$ cat config.mk
export PLATFORM = sky130hd
export DESIGN_NAME = load_store_sequencer_flat
export DESIGN_NICKNAME = d
export VERILOG_FILES = /design/src/rtl/load_store_sequencer_if.sv /design/src/rtl/load_store_sequencer.sv /design/src/flat_wrapper.sv
export SDC_FILE = /design/constraint.sdc
export NUM_CORES = 1
export LEC_CHECK = 0
export CAP_MARGIN = 25
export CELL_PAD_IN_SITES_DETAIL_PLACEMENT = 0
export CELL_PAD_IN_SITES_GLOBAL_PLACEMENT = 1
export CORE_MARGIN = 2
export CORE_UTILIZATION = 41
export CTS_CLUSTER_SIZE = 24
export DETAILED_ROUTE_END_ITERATION = 12
export PLACE_DENSITY = 0.88
export SLEW_MARGIN = 20
export SYNTH_ARGS = -nofsm -noshare
export SYNTH_HDL_FRONTEND = slang
export SYNTH_SLANG_ARGS = --single-unit
$ cat constraint.sdc
create_clock -name clk -period 3.7 [get_ports clk]
set_input_delay 0.74 -clock clk [delete_from_list [all_inputs] [get_ports clk]]
set_output_delay 0.74 -clock clk [all_outputs]
set_load 0.05 [all_outputs]
$ cat src/rtl/load_store_sequencer_if.sv
// Bundle of CPU-request, DMEM and response signals around the load/store sequencer.
// The master side drives requests and memory read data; the slave side is the sequencer.
interface load_store_sequencer_if #(
   parameter int ADDR_WIDTH = 14
) ();
   logic                  req_valid;
   logic                  req_ready;
   logic                  req_is_store;
   logic [2:0]            req_funct3;
   logic [31:0]           req_addr;
   logic [31:0]           req_wdata;
   logic                  mem_en;
   logic [3:0]            mem_we;
   logic [ADDR_WIDTH-1:0] mem_addr;
   logic [31:0]           mem_wdata;
   logic [31:0]           mem_rdata;
   logic                  resp_valid;
   logic [31:0]           resp_data;
   logic                  resp_misaligned;

   modport master (
      output req_valid, req_is_store, req_funct3, req_addr, req_wdata, mem_rdata,
      input  req_ready, mem_en, mem_we, mem_addr, mem_wdata,
      input  resp_valid, resp_data, resp_misaligned
   );

   modport slave (
      input  req_valid, req_is_store, req_funct3, req_addr, req_wdata, mem_rdata,
      output req_ready, mem_en, mem_we, mem_addr, mem_wdata,
      output resp_valid, resp_data, resp_misaligned
   );
endinterface

$ cat src/rtl/load_store_sequencer.sv
// Splits CPU loads/stores into one or two DMEM word accesses, merging and extending load data
// and shifting store data/byte enables across the word boundary.
module load_store_sequencer #(
   parameter int ADDR_WIDTH       = 14,
   parameter bit ALLOW_MISALIGNED = 1'b1
) (
   input logic                   clk,
   input logic                   rst,
   load_store_sequencer_if.slave bus
);
   typedef enum logic [2:0] {
      IDLE = 3'd0,
      ACC0 = 3'd1,
      ACC1 = 3'd2,
      WAIT = 3'd3,
      DONE = 3'd4
   } state_t;

   function automatic logic [31:0] load_extract(input logic [63:0] pair, input logic [1:0] off,
                                                input logic is_half, input logic is_word,
                                                input logic zext);
      logic [31:0] low;
      low = 32'(pair >> {off, 3'b000});
      if (is_word) begin
         return low;
      end else if (is_half) begin
         return zext ? {16'h0000, low[15:0]} : {{16{low[15]}}, low[15:0]};
      end else begin
         return zext ? {24'h000000, low[7:0]} : {{24{low[7]}}, low[7:0]};
      end
   endfunction

   state_t                state_r;
   state_t                state_next_s;
   logic                  accept_s;
   logic [1:0]            off_raw_s;
   logic [1:0]            off_s;
   logic                  is_half_s;
   logic                  is_word_s;
   logic                  mis_s;
   logic                  split_s;
   logic [3:0]            size_mask_s;
   logic [7:0]            mask64_s;
   logic [63:0]           data64_s;
   logic [ADDR_WIDTH-1:0] word0_s;
   logic [ADDR_WIDTH-1:0] word1_s;
   logic [63:0]           pair_s;

   logic                  is_store_r;
   logic                  zext_r;
   logic                  is_half_r;
   logic                  is_word_r;
   logic                  mis_r;
   logic                  split_r;
   logic [1:0]            off_r;
   logic [ADDR_WIDTH-1:0] word1_r;
   logic [31:0]           wdata_hi_r;
   logic [3:0]            we_hi_r;
   logic [31:0]           rdata0_r;

   logic                  req_ready_r;
   logic                  mem_en_r;
   logic [3:0]            mem_we_r;
   logic [ADDR_WIDTH-1:0] mem_addr_r;
   logic [31:0]           mem_wdata_r;
   logic                  resp_valid_r;
   logic [31:0]           resp_data_r;
   logic                  resp_mis_r;
   logic                  req_ready_s;
   logic                  mem_en_s;
   logic [3:0]            mem_we_s;
   logic [ADDR_WIDTH-1:0] mem_addr_s;
   logic [31:0]           mem_wdata_s;
   logic                  resp_valid_s;
   logic [31:0]           resp_data_s;
   logic                  resp_mis_s;
   logic                  unused_addr_s;

   assign accept_s      = bus.req_valid & req_ready_r;
   assign unused_addr_s = ^bus.req_addr[31:ADDR_WIDTH+2];

   // Request decode: size, offset, split decision and the 64-bit shifted store image.
   always_comb begin
      off_raw_s = bus.req_addr[1:0];
      is_word_s = bus.req_funct3[1];
      is_half_s = (bus.req_funct3[1:0] == 2'b01);
      mis_s     = (is_half_s & off_raw_s[0]) | (is_word_s & (off_raw_s != 2'b00));
      if (ALLOW_MISALIGNED) begin
         off_s   = off_raw_s;
         split_s = (is_half_s & (off_raw_s == 2'b11)) | (is_word_s & (off_raw_s != 2'b00));
      end else begin
         split_s = 1'b0;
         if (is_word_s) begin
            off_s = 2'b00;
         end else if (is_half_s) begin
            off_s = {off_raw_s[1], 1'b0};
         end else begin
            off_s = off_raw_s;
         end
      end
      if (is_word_s) begin
         size_mask_s = 4'b1111;
      end else if (is_half_s) begin
         size_mask_s = 4'b0011;
      end else begin
         size_mask_s = 4'b0001;
      end
      mask64_s = {4'b0000, size_mask_s} << off_s;
      data64_s = {32'h0000_0000, bus.req_wdata} << {off_s, 3'b000};
      word0_s  = bus.req_addr[ADDR_WIDTH+1:2];
      word1_s  = word0_s + {{(ADDR_WIDTH-1){1'b0}}, 1'b1};
   end

   // Unsplit loads see only the first word, so the upper half of the pair is zero.
   always_comb begin
      if (split_r) begin
         pair_s = {bus.mem_rdata, rdata0_r};
      end else begin
         pair_s = {32'h0000_0000, bus.mem_rdata};
      end
   end

   // State register.
   always_ff @(posedge clk) begin
      if (rst) begin
         state_r <= IDLE;
      end else begin
         state_r <= state_next_s;
      end
   end

   // Next-state logic; stores bypass WAIT because nothing comes back from DMEM.
   always_comb begin
      state_next_s = state_r;
      case (state_r)
         IDLE: begin
            if (accept_s) begin
               state_next_s = ACC0;
            end else begin
               state_next_s = IDLE;
            end
         end
         ACC0: begin
            if (split_r) begin
               state_next_s = ACC1;
            end else if (is_store_r) begin
               state_next_s = DONE;
            end else begin
               state_next_s = WAIT;
            end
         end
         ACC1: begin
            if (is_store_r) begin
               state_next_s = DONE;
            end else begin
               state_next_s = WAIT;
            end
         end
         WAIT:    state_next_s = DONE;
         DONE:    state_next_s = IDLE;
         default: state_next_s = IDLE;
      endcase
   end

   // Next values of the registered outputs, keyed on the state being left.
   always_comb begin
      req_ready_s  = (state_next_s == IDLE);
      mem_en_s     = 1'b0;
      mem_we_s     = 4'b0000;
      mem_addr_s   = mem_addr_r;
      mem_wdata_s  = mem_wdata_r;
      resp_valid_s = 1'b0;
      resp_data_s  = resp_data_r;
      resp_mis_s   = resp_mis_r;
      case (state_r)
         IDLE: begin
            if (accept_s) begin
               mem_en_s    = 1'b1;
               mem_we_s    = bus.req_is_store ? mask64_s[3:0] : 4'b0000;
               mem_addr_s  = word0_s;
               mem_wdata_s = data64_s[31:0];
            end else begin
               mem_en_s = 1'b0;
            end
         end
         ACC0: begin
            if (split_r) begin
               mem_en_s    = 1'b1;
               mem_we_s    = is_store_r ? we_hi_r : 4'b0000;
               mem_addr_s  = word1_r;
               mem_wdata_s = wdata_hi_r;
            end else if (is_store_r) begin
               resp_valid_s = 1'b1;
               resp_data_s  = 32'h0000_0000;
               resp_mis_s   = mis_r;
            end else begin
               resp_valid_s = 1'b0;
            end
         end
         ACC1: begin
            if (is_store_r) begin
               resp_valid_s = 1'b1;
               resp_data_s  = 32'h0000_0000;
               resp_mis_s   = mis_r;
            end else begin
               resp_valid_s = 1'b0;
            end
         end
         WAIT: begin
            resp_valid_s = 1'b1;
            resp_data_s  = load_extract(pair_s, off_r, is_half_r, is_word_r, zext_r);
            resp_mis_s   = mis_r;
         end
         DONE:    resp_valid_s = 1'b0;
         default: resp_valid_s = 1'b0;
      endcase
   end

   // Output registers.
   always_ff @(posedge clk) begin
      if (rst) begin
         req_ready_r  <= 1'b1;
         mem_en_r     <= 1'b0;
         mem_we_r     <= 4'b0000;
         mem_addr_r   <= {ADDR_WIDTH{1'b0}};
         mem_wdata_r  <= 32'h0000_0000;
         resp_valid_r <= 1'b0;
         resp_data_r  <= 32'h0000_0000;
         resp_mis_r   <= 1'b0;
      end else begin
         req_ready_r  <= req_ready_s;
         mem_en_r     <= mem_en_s;
         mem_we_r     <= mem_we_s;
         mem_addr_r   <= mem_addr_s;
         mem_wdata_r  <= mem_wdata_s;
         resp_valid_r <= resp_valid_s;
         resp_data_r  <= resp_data_s;
         resp_mis_r   <= resp_mis_s;
      end
   end

   // Request latch; the first word of a split load is parked here while the second is read.
   always_ff @(posedge clk) begin
      if (rst) begin
         is_store_r <= 1'b0;
         zext_r     <= 1'b0;
         is_half_r  <= 1'b0;
         is_word_r  <= 1'b0;
         mis_r      <= 1'b0;
         split_r    <= 1'b0;
         off_r      <= 2'b00;
         word1_r    <= {ADDR_WIDTH{1'b0}};
         wdata_hi_r <= 32'h0000_0000;
         we_hi_r    <= 4'b0000;
         rdata0_r   <= 32'h0000_0000;
      end else if (accept_s) begin
         is_store_r <= bus.req_is_store;
         zext_r     <= bus.req_funct3[2];
         is_half_r  <= is_half_s;
         is_word_r  <= is_word_s;
         mis_r      <= mis_s;
         split_r    <= split_s;
         off_r      <= off_s;
         word1_r    <= word1_s;
         wdata_hi_r <= data64_s[63:32];
         we_hi_r    <= mask64_s[7:4];
      end else if (state_r == ACC1) begin
         rdata0_r <= bus.mem_rdata;
      end
   end

   assign bus.req_ready       = req_ready_r;
   assign bus.mem_en          = mem_en_r;
   assign bus.mem_we          = mem_we_r;
   assign bus.mem_addr        = mem_addr_r;
   assign bus.mem_wdata       = mem_wdata_r;
   assign bus.resp_valid      = resp_valid_r;
   assign bus.resp_data       = resp_data_r;
   assign bus.resp_misaligned = resp_mis_r;
endmodule

$ cat src/flat_wrapper.sv
// flat-port wrapper written by rule: the top's interface ports become plain ports
module load_store_sequencer_flat 
#(
   parameter int ADDR_WIDTH       = 14,
   parameter bit ALLOW_MISALIGNED = 1'b1
)
  (clk, rst, bus_req_valid, bus_req_is_store, bus_req_funct3, bus_req_addr, bus_req_wdata, bus_mem_rdata, bus_req_ready, bus_mem_en, bus_mem_we, bus_mem_addr, bus_mem_wdata, bus_resp_valid, bus_resp_data, bus_resp_misaligned);
  load_store_sequencer_if #(.ADDR_WIDTH(ADDR_WIDTH)) bus_i ();
  input logic clk;
  input logic rst;
  input wire logic [$bits(bus_i.req_valid)-1:0] bus_req_valid;
  input wire logic [$bits(bus_i.req_is_store)-1:0] bus_req_is_store;
  input wire logic [$bits(bus_i.req_funct3)-1:0] bus_req_funct3;
  input wire logic [$bits(bus_i.req_addr)-1:0] bus_req_addr;
  input wire logic [$bits(bus_i.req_wdata)-1:0] bus_req_wdata;
  input wire logic [$bits(bus_i.mem_rdata)-1:0] bus_mem_rdata;
  output wire logic [$bits(bus_i.req_ready)-1:0] bus_req_ready;
  output wire logic [$bits(bus_i.mem_en)-1:0] bus_mem_en;
  output wire logic [$bits(bus_i.mem_we)-1:0] bus_mem_we;
  output wire logic [$bits(bus_i.mem_addr)-1:0] bus_mem_addr;
  output wire logic [$bits(bus_i.mem_wdata)-1:0] bus_mem_wdata;
  output wire logic [$bits(bus_i.resp_valid)-1:0] bus_resp_valid;
  output wire logic [$bits(bus_i.resp_data)-1:0] bus_resp_data;
  output wire logic [$bits(bus_i.resp_misaligned)-1:0] bus_resp_misaligned;
  assign bus_i.req_valid = bus_req_valid;
  assign bus_i.req_is_store = bus_req_is_store;
  assign bus_i.req_funct3 = bus_req_funct3;
  assign bus_i.req_addr = bus_req_addr;
  assign bus_i.req_wdata = bus_req_wdata;
  assign bus_i.mem_rdata = bus_mem_rdata;
  assign bus_req_ready = bus_i.req_ready;
  assign bus_mem_en = bus_i.mem_en;
  assign bus_mem_we = bus_i.mem_we;
  assign bus_mem_addr = bus_i.mem_addr;
  assign bus_mem_wdata = bus_i.mem_wdata;
  assign bus_resp_valid = bus_i.resp_valid;
  assign bus_resp_data = bus_i.resp_data;
  assign bus_resp_misaligned = bus_i.resp_misaligned;
  load_store_sequencer #(.ADDR_WIDTH(ADDR_WIDTH), .ALLOW_MISALIGNED(ALLOW_MISALIGNED)) u_core (.clk(clk), .rst(rst), .bus(bus_i));
endmodule
==> run metrics, run 1 <==
Synth Instances 994; Fmax 413 MHz; Data arrival, critical path 2.71 ns; CP top delay family multiplexers; ratio of cells with drive above 1 in the final layout 9.25%; clk buf depth 2; number of max-cap violations 0; Yosys warning total 0; Synth async-reset ratio 0%; synthesis-stage register bit count 170; synth top area cells dfxtp_1, nand2_1, mux2i_1, mux4_2, a21oi_1; HPWL after DPL 17.1 mm; filler instances 1989; FF/Latch Area 3410 µm²; RSZ-0062 raised after global routing no; ANT cells 0; Min Clock Period, post-route 2.42 ns; drt pass-1 iters 5; Via-to-Cell Ratio 5.55; Die Height ~150 µm; Resize count post-CTS 0; min-delay worst type flip-flop to flip-flop; final instance area between 10000 and 15000 µm²; final RePlAce weighted congestion 0.827; worst reg-to-reg path cell count 6; R2R Setup Slk 1.28 ns; Clock Skews 0.0170 ns; hold_buf cts 0; Final Hold Violating Endpoints 0; total die area 22300 µm²; Clock transition at path regs 0.07 ns; drc violations 0; CP Cell Sequence buf_4 -> mux4_2 -> mux2i_1 -> nor2_1 -> a21oi_1 -> nor2_1; setup violators final 0; worst skew pair latency 0.44 ns; CTS buffer count 17; Overflow after GRT 0; ys flop type dfxtp_1; max-slew violations 0; Synthesized Nets 1098; Hold Startpoint u_core.bus.mem_wdata[20]; CTS root buffer clkbuf_16; CORE AREA 20900 µm²; Slew headroom around a third; CP dominant cell by count nor2_1; Slew @ Worst Pin 0.998 ns; Die X 149 µm; DP Area 10400 µm²; Power Density 703 nW/µm²; CP peak stage delay 0.71 ns; top post-synthesis cells by count nand2_1, dfxtp_1, nor2_1; maximum vdd drop between 0.4 and 0.5 mV; H-tree depth 4; vias in the first global route 7251; final period utilization 65.5%; drt initial violations 452; area of the multi-input gates 4690 µm²; Post-Syn Area per Cell 8.71 µm²; Req. time, crit path 3.99 ns; Crit Path Class flip-flop to flip-flop; I/O Pins approximately 190; CP max-delay cell dfxtp_2; routed len/inst 17.7 µm; Hold Path End u_core.bus.mem_wdata[20]; crit path capture type flip-flop; starting density of the core about two fifths; Mapped Area roughly 8700 µm²; EDFF count, synth 0; Setup Total Neg Slack 0 ns; Critical R2R Capture u_core.bus.resp_data[6]; largest area contributor in the netlist dfxtp_1; synth unique cells 55; antenna viol nets, final 0; CTS tree yes; port bufs ~170; most frequent cell after synthesis nand2_1; Site Rows 53; Max FO, Critical Path 24; initial antenna violation count 0; post-CTS setup buffers 0; Leakage 3.76 nW; P&R area growth vs syn 26.6%; clock sink count 170; GRT Overall Usage 22.0%; Worst R2R Start u_core.split_r; largest net degree at the start of global routing 62; register area share after synthesis about two fifths; fin nets ~1200; crit path launch type flip-flop; via count 7763; status finished clean; WHS Path Cells 2; Synth top area share 39.3%; crit path buf inv count 1; Post-Route WL 24.7 mm; first-pass GRT wire length a little under 40 mm
[per-stage QoR]
step                hold WS (ns)  util, %  power (mW)  std cells  worst slack, ns
global route               0.472     52.5        8.12       1399             1.14
floorplan                  0.425        -        4.95        994             1.73
detailed placement         0.445     49.6        5.94       1366            0.966
finish                     0.453     52.5        7.71       1399             1.28
global placement           0.440     49.6        5.91       1366            0.966
CTS                        0.454     52.4        7.73       1398             1.29
[state kept, by name, summed over array words and instances, names as in the netlist]
register and cells:
u_core.bus.resp_data 32, u_core.we_hi_r 3, u_core.is_word_r 1, u_core.bus.mem_we 4
u_core.is_store_r 1, u_core.mis_r 1, u_core.bus.mem_addr 14, u_core.wdata_hi_r 24
u_core.bus.req_ready 1, u_core.rdata0_r 32, u_core.zext_r 1, u_core.word1_r 14
u_core.off_r 2, u_core.bus.mem_en 1, u_core.state_r 3, u_core.split_r 1
u_core.bus.resp_misaligned 1, u_core.bus.resp_valid 1, u_core.bus.mem_wdata 32, u_core.is_half_r 1
[placed cells by master (no fill, tap or decap), types with 8 or more instances in the layout]
cell             netlist  routed
mux4_2                22      22
a32o_1                16      16
mux2_2                 9       9
o211ai_1              18      18
a311oi_1              24      24
clkdlybuf4s50_1        0     171
o21ai_0               11      11
nor3_1                31      31
nand2b_1               8       8
a21oi_1               83      83
o2111ai_1              8       8
xor2_1                 8       8
buf_4                 14      20
nor2b_1               13      13
inv_1                 12      12
nor2_1                96      95
nand3_1               18      18
nand2_1              179     179
a22oi_1               18      18
a211oi_1              30      30
dfxtp_1              170     168
o221ai_1               8       8
mux2i_1               59      59
clkbuf_16              0      17
[cell type report]
cell class / instances / share of cell area, %
sequential: 170 / 31.1
tap: 275 / 3.14
multi-input combinational: 717 / 42.8
inverter: 12 / 0.411
clock buffer: 19 / 4.13
timing repair buffer: 193 / 17.3
clock inverter: 13 / 1.19
[worst max-delay path by stage]
stage | start | end | slack, ns | cells past startpoint
after floorplan | bus_req_valid | u_core.bus.mem_wdata[13] | 1.73 | 7
after global placement | bus_req_addr[1] | u_core.wdata_hi_r[2] | 0.97 | 5
after detailed placement | bus_req_valid | u_core.bus.mem_wdata[11] | 0.97 | 6
after CTS | u_core.bus.resp_data[19] | bus_resp_data[19] | 1.29 | 1
after global routing | u_core.state_r[1] | u_core.bus.mem_wdata[28] | 1.14 | 4
final | u_core.split_r | u_core.bus.resp_data[6] | 1.28 | 6
[per-layer routing]
metal	up-vias	GRT usage [%]	routed length (µm)	part of all wire, %
li1	3814	-	-	-
met1	3683	31.6	11700	47
met2	220	32.7	11100	45
met3	46	4.59	1270	5.1
met4	0	7.76	698	2.8
met5	-	0	0	0
[kinds of logic (layout without fill, tap and decap cells)]
logic type | count (synthesis) | after routing | share of synthesized area (%)
AND/OR/NAND/NOR | 374 | 374 | 18.8
buffers and inverters | 107 | 237 | 6.82
multiplexers | 90 | 90 | 13.7
XOR/XNOR | 11 | 11 | 1.11
AO/OA/AOI/OAI | 241 | 241 | 20.2
adder cells (fa/ha/maj) | 1 | 1 | 0.144
flip-flops | 170 | 170 | 39.3
[where the power goes]
group	switching [mW]	internal (mW)
Clock	0.804	0.980
Combinational	2.20	1.20
Sequential	0.303	2.22
[worst reg2reg max path, delay by kind of cell (launching register included)]
family                 cells  cell delay (ns)
multiplexers               2             0.91
buffers and inverters      1             0.43
AO/OA/AOI/OAI              1             0.12
AND/OR/NAND/NOR            2             0.13
flip-flops                 1             0.71
(Power assumes the default switching activity.)
==> inputs of run 2 (changes only) <==
--- a/config.mk
+++ b/config.mk
@@ -9,10 +9,10 @@
 export CELL_PAD_IN_SITES_DETAIL_PLACEMENT = 0
 export CELL_PAD_IN_SITES_GLOBAL_PLACEMENT = 1
 export CORE_MARGIN = 2
-export CORE_UTILIZATION = 41
+export CORE_UTILIZATION = 34
 export CTS_CLUSTER_SIZE = 24
 export DETAILED_ROUTE_END_ITERATION = 12
-export PLACE_DENSITY = 0.88
+export PLACE_DENSITY = 0.78
 export SLEW_MARGIN = 20
 export SYNTH_ARGS = -nofsm -noshare
 export SYNTH_HDL_FRONTEND = slang
==> constraint.sdc (replaced) <==
create_clock -name clk -period 2 [get_ports clk]
set_input_delay 0.4 -clock clk [delete_from_list [all_inputs] [get_ports clk]]
set_output_delay 0.4 -clock clk [all_outputs]
set_load 0.05 [all_outputs]
==> run metrics, run 2 (same netlist as run 1, synthesis figures left out) <==
Slew @ Worst Pin 0.754 ns (-0.244 ns); initial antenna violation count 0 (unchanged); Data arrival, critical path 1.56 ns (-1.15 ns); Clock Skews 0.0188 ns (+0.00185 ns); ratio of cells with drive above 1 in the final layout 18.9% (+9.7 points); CTS tree yes; CP top delay family buffers and inverters; Clock transition at path regs 0.08 ns (about the same); CP peak stage delay 0.80 ns (+0.09 ns); CTS buffer count 17 (unchanged); Crit Path Class flip-flop to output port; via count 8272 (+6.6%); drt initial violations 615 (+36%); Max FO, Critical Path 1 (-96%); routed len/inst 17.7 µm (+0.10%); setup violators final 0 (unchanged); post-CTS setup buffers 0 (unchanged); vias in the first global route 7807 (+7.7%); cell total after placement 1524 (+12%); min-delay worst type input port to flip-flop; Overflow after GRT 0 (unchanged); CORE AREA 25100 µm² (+20%); antenna viol nets, final 0 (unchanged); crit path launch type flip-flop; Site Rows 58 (+9.4%); R2R Setup Slk 0.13 ns (-1.15 ns); Die X 164 µm (+9.5%); max-slew violations 0 (unchanged); CTS root buffer clkbuf_16; GRT Overall Usage 20.5% (-1.5 points); pre-CTS WS -0.214 ns (-1.18 ns); clock sink count 170 (unchanged); Slew headroom 49.5% (+16 points); final period utilization a little over nine tenths; Fmax 511 MHz; Die Height 164 µm (+9.5%); Power Density 1240 nW/µm² (+77%); P&R area growth vs syn 37.8%; clk buf depth 2 (unchanged); largest net degree at the start of global routing 43 (-31%); I/O Pins 189 (unchanged); Req. time, crit path 1.60 ns (-2.39 ns); commonest non-fill, non-tap cell in the layout nand2_1; drc violations 0 (unchanged); maximum vdd drop 0.808 mV (+95%); worst skew pair latency 0.44 ns (about the same); Final Hold Violating Endpoints 0 (unchanged); number of max-cap violations 0 (unchanged); status finished clean; crit path capture type output port; Setup WS post-layout 0.0448 ns (-1.23 ns); total die area 26800 µm² (+20%); CP max-delay cell clkdlybuf4s50_1; HPWL after DPL 19.9 mm (+17%); crit path buf inv count 1 (unchanged); starting density of the core 34.5% (-7.0 points); ANT cells 0 (unchanged); port bufs 172 (unchanged); Leakage 4.81 nW (+28%); Setup Total Neg Slack 0 ns (unchanged); overall power 14.8 mW (+93%); RSZ-0062 raised after global routing no; first-pass GRT wire length 43.5 mm (+12%); H-tree depth 4 (unchanged); drt pass-1 iters 5 (unchanged); Layout Cells excl Fill 1556 (+11%); most frequent cells in the layout nand2_1, dfxtp_1, buf_4; final RePlAce weighted congestion 0.889 (+7.6%); Post-Route WL 27.5 mm (+11%); Via-to-Cell Ratio 5.32 (-4.2%); fin nets 1317 (+8.4%); CP Cell Sequence clkdlybuf4s50_1; Min Clock Period, post-route 1.96 ns
run 2: cell types whose count changed in the layout (fill, tap and decap cells not counted), sizes merged, moves of 15 or more:
| cell | previous run | this run |
|---|---|---|
| buf | 22 | 149 |
| dlymetal6s2s | 0 | 15 |
| dlygate4sd2 | 0 | 43 |
| clkdlybuf4s50 | 171 | 88 |
run 2: what timing repair did:
item / CTS / global route
gates cloned: 0 / 0
hold buffers: 0 / 0
endpoints found under the setup margin: 43 / 28
resized for setup: 43 / 18
run 2: metrics by stage:
stage,util (%),hold slack [ns],instance area (µm²)
after floorplan,-,0.425,8660
after global routing,47.5,0.448,11900
after global placement,45.1,0.441,11300
final,47.5,0.451,11900
after detailed placement,45.1,0.447,11300
after CTS,47.3,0.439,11900
run 2: worst paths after layout:
| check | from | to | cells after the start |
|---|---|---|---|
| setup / recovery | u_core.bus.mem_en | bus_mem_en | 1 |
| hold / removal | rst | u_core.bus.mem_en | 3 |
| setup reg to reg | u_core.split_r | u_core.bus.resp_data[2] | 7 |
| hold reg to reg | u_core.rdata0_r[0] | u_core.rdata0_r[0] | 2 |
run 2: where the power goes:
group	switching (mW)	internal (mW)
logic	4.35	2.52
clock network	1.67	1.73
registers	0.471	4.11
total	6.49	8.36
run 2: metal layers:
| metal | track usage (%) | up-vias | share of wire, % | routed length, µm |
|---|---|---|---|---|
| li1 | - | 4023 | - | - |
| met1 | 29.3 | 3997 | 47 | 12900 |
| met2 | 32.2 | 220 | 47 | 12900 |
| met3 | 2.92 | 32 | 4.5 | 1230 |
| met4 | 5.90 | 0 | 1.6 | 446 |
| met5 | 0 | - | 0 | 0 |
run 2: layout make-up:
class	instances	area (µm²)
fill	2464	13200
sequential	170	3410
tap	330	413
clock inverter	14	174
multi-input combinational	717	4690
clock buffer	18	439
inverter	12	45.0
timing repair buffer	295	2770
==> inputs of run 3 (changes only) <==
--- a/config.mk
+++ b/config.mk
@@ -12,7 +12,7 @@
 export CORE_UTILIZATION = 34
 export CTS_CLUSTER_SIZE = 24
 export DETAILED_ROUTE_END_ITERATION = 12
-export PLACE_DENSITY = 0.78
+export PLACE_DENSITY_LB_ADDON = 0.15
 export SLEW_MARGIN = 20
 export SYNTH_ARGS = -nofsm -noshare
 export SYNTH_HDL_FRONTEND = slang
==> run metrics, run 3 (same netlist as run 1, synthesis figures left out) <==
Slew @ Worst Pin 0.866 ns (+0.112 ns); Min Clock Period, post-route 1.97 ns (+0.0140 ns); starting density of the core 34.5% (unchanged); P&R area growth vs syn 37.5%; Setup crit start u_core.bus.resp_data[29]; Max FO, Critical Path 2 (+1); crit path capture type output port; drt pass-1 iters 5 (unchanged); H-tree depth 4 (unchanged); final instance area 11900 µm² (-0.18%); Final Hold Violating Endpoints 0 (unchanged); final RePlAce weighted congestion 0.852 (-4.2%); Clock Skews 0.0141 ns (-0.00473 ns); min-delay worst type input port to flip-flop; most frequent cells in the layout nand2_1, dfxtp_1, buf_4; maximum vdd drop 0.684 mV (-15%); CP peak stage delay 0.80 ns (about the same); Setup WS post-layout 0.0309 ns (-0.0140 ns); Hold Startpoint rst; ANT cells 0 (unchanged); initial antenna violation count 0 (unchanged); Post-Route WL 27.8 mm (+1.0%); ratio of cells with drive above 1 in the final layout 18.1% (-0.84 points); number of max-cap violations 0 (unchanged); CORE AREA 25100 µm² (unchanged); WL met3 1.22 mm (-0.98%); CTS buffer count 17 (unchanged); Crit Path Class flip-flop to output port; CP max-delay cell clkdlybuf4s50_1; Clock transition at path regs 0.07 ns (about the same); pre-CTS WS -0.212 ns (+0.00204 ns); drc violations 0 (unchanged); vias in the first global route 7723 (-1.1%); overall power 14.8 mW (-0.33%); crit path launch type flip-flop; Leakage 4.92 nW (+2.1%); clock sink count 170 (unchanged); antenna viol nets, final 0 (unchanged); crit path buf inv count 1 (unchanged); clk buf depth 2 (unchanged); via count 8097 (-2.1%); port bufs 172 (unchanged); CP Cell Sequence clkdlybuf4s50_1; Worst R2R Start u_core.split_r; routed len/inst 17.9 µm (+1.3%); hold_buf cts 0 (unchanged); drt initial violations 582 (-5.4%); Fmax 508 MHz (-0.71%); CTS tree yes; commonest non-fill, non-tap cell in the layout nand2_1; worst skew pair latency 0.44 ns (about the same); max-slew violations 0 (unchanged); HPWL after DPL 19.9 mm (-0.26%); first-pass GRT wire length 43.5 mm (about the same); CTS root buffer clkbuf_16; CP top delay family buffers and inverters; Data arrival, critical path 1.57 ns (about the same); Site Rows 58 (unchanged); Slew headroom 42.1% (-7.5 points); Power Density 1240 nW/µm² (-0.15%); met1 WL 14.0 mm (+8.4%); final period utilization 98.5% (+0.70 points); max layer used met4; setup violators final 0 (unchanged); I/O Pins 189 (unchanged); Req. time, crit path 1.60 ns (about the same); routed wl met2 12.2 mm (-6.0%); fin nets 1313 (-0.30%); Overflow after GRT 0 (unchanged); total die area 26800 µm² (unchanged); Setup Total Neg Slack 0 ns (unchanged); Die X 164 µm (unchanged); status finished clean; DP Area 11300 µm² (-0.11%); Die Height 164 µm (unchanged); Via-to-Cell Ratio 5.22 (-1.9%); RSZ-0062 raised after global routing no; largest net degree at the start of global routing 110 (+160%); GRT Overall Usage 20.9% (+0.35 points)
run 3: cell types whose count changed in the layout (fill, tap and decap cells not counted), moves of 3 or more:
cell | before | now
buf_4 | 132 | 122
dlygate4sd2_1 | 43 | 40
clkinv_8 | 6 | 1
dlymetal6s2s_1 | 15 | 26
inv_8 | 3 | 7
clkinvlp_4 | 1 | 4
run 3: final timing paths:
path	end	slack, ns	cells past startpoint
min reg2reg	u_core.bus.mem_wdata[18]	0.45	2
min	u_core.bus.mem_en	0.44	3
max	bus_resp_data[29]	0.03	1
max reg2reg	u_core.bus.resp_data[2]	0.12	7
run 3: cell type report:
type | count | area [µm²]
tap | 330 | 413
sequential | 170 | 3410
clock buffer | 17 | 425
multi-input combinational | 717 | 4690
timing repair buffer | 291 | 2780
clock inverter | 15 | 151
fill | 2503 | 13200
inverter | 12 | 45.0
run 3: stage by stage:
step                      hold slack [ns]  cells  util, %
final                               0.443   1552     47.4
after global routing                0.445   1552     47.4
after CTS                           0.415   1552     47.2
after detailed placement            0.445   1520     45.1
after global placement              0.439   1520     45.1
after floorplan                     0.425    994        -
run 3: timing repair:
item	CTS	global route
gates resized for setup	40	28
gates cloned	0	0
setup endpoints to repair	40	35
setup buffers	0	0
run 3: layer usage:
layer,vias to the layer above,global-route usage (%)
li1,4011,-
met1,3871,31.0
met2,190,31.2
met3,25,3.38
met4,0,5.58
met5,-,0
run 3: worst min-delay path, delay by kind of cell:
family                 cells  cell delay [ns]
buffers and inverters      1             0.12
and+or+nand+nor            2             0.29
run 3: where the power goes:
group / internal [mW] / switching, mW
sequential: 4.11 / 0.497
clock: 1.67 / 1.62
combinational: 2.57 / 4.33
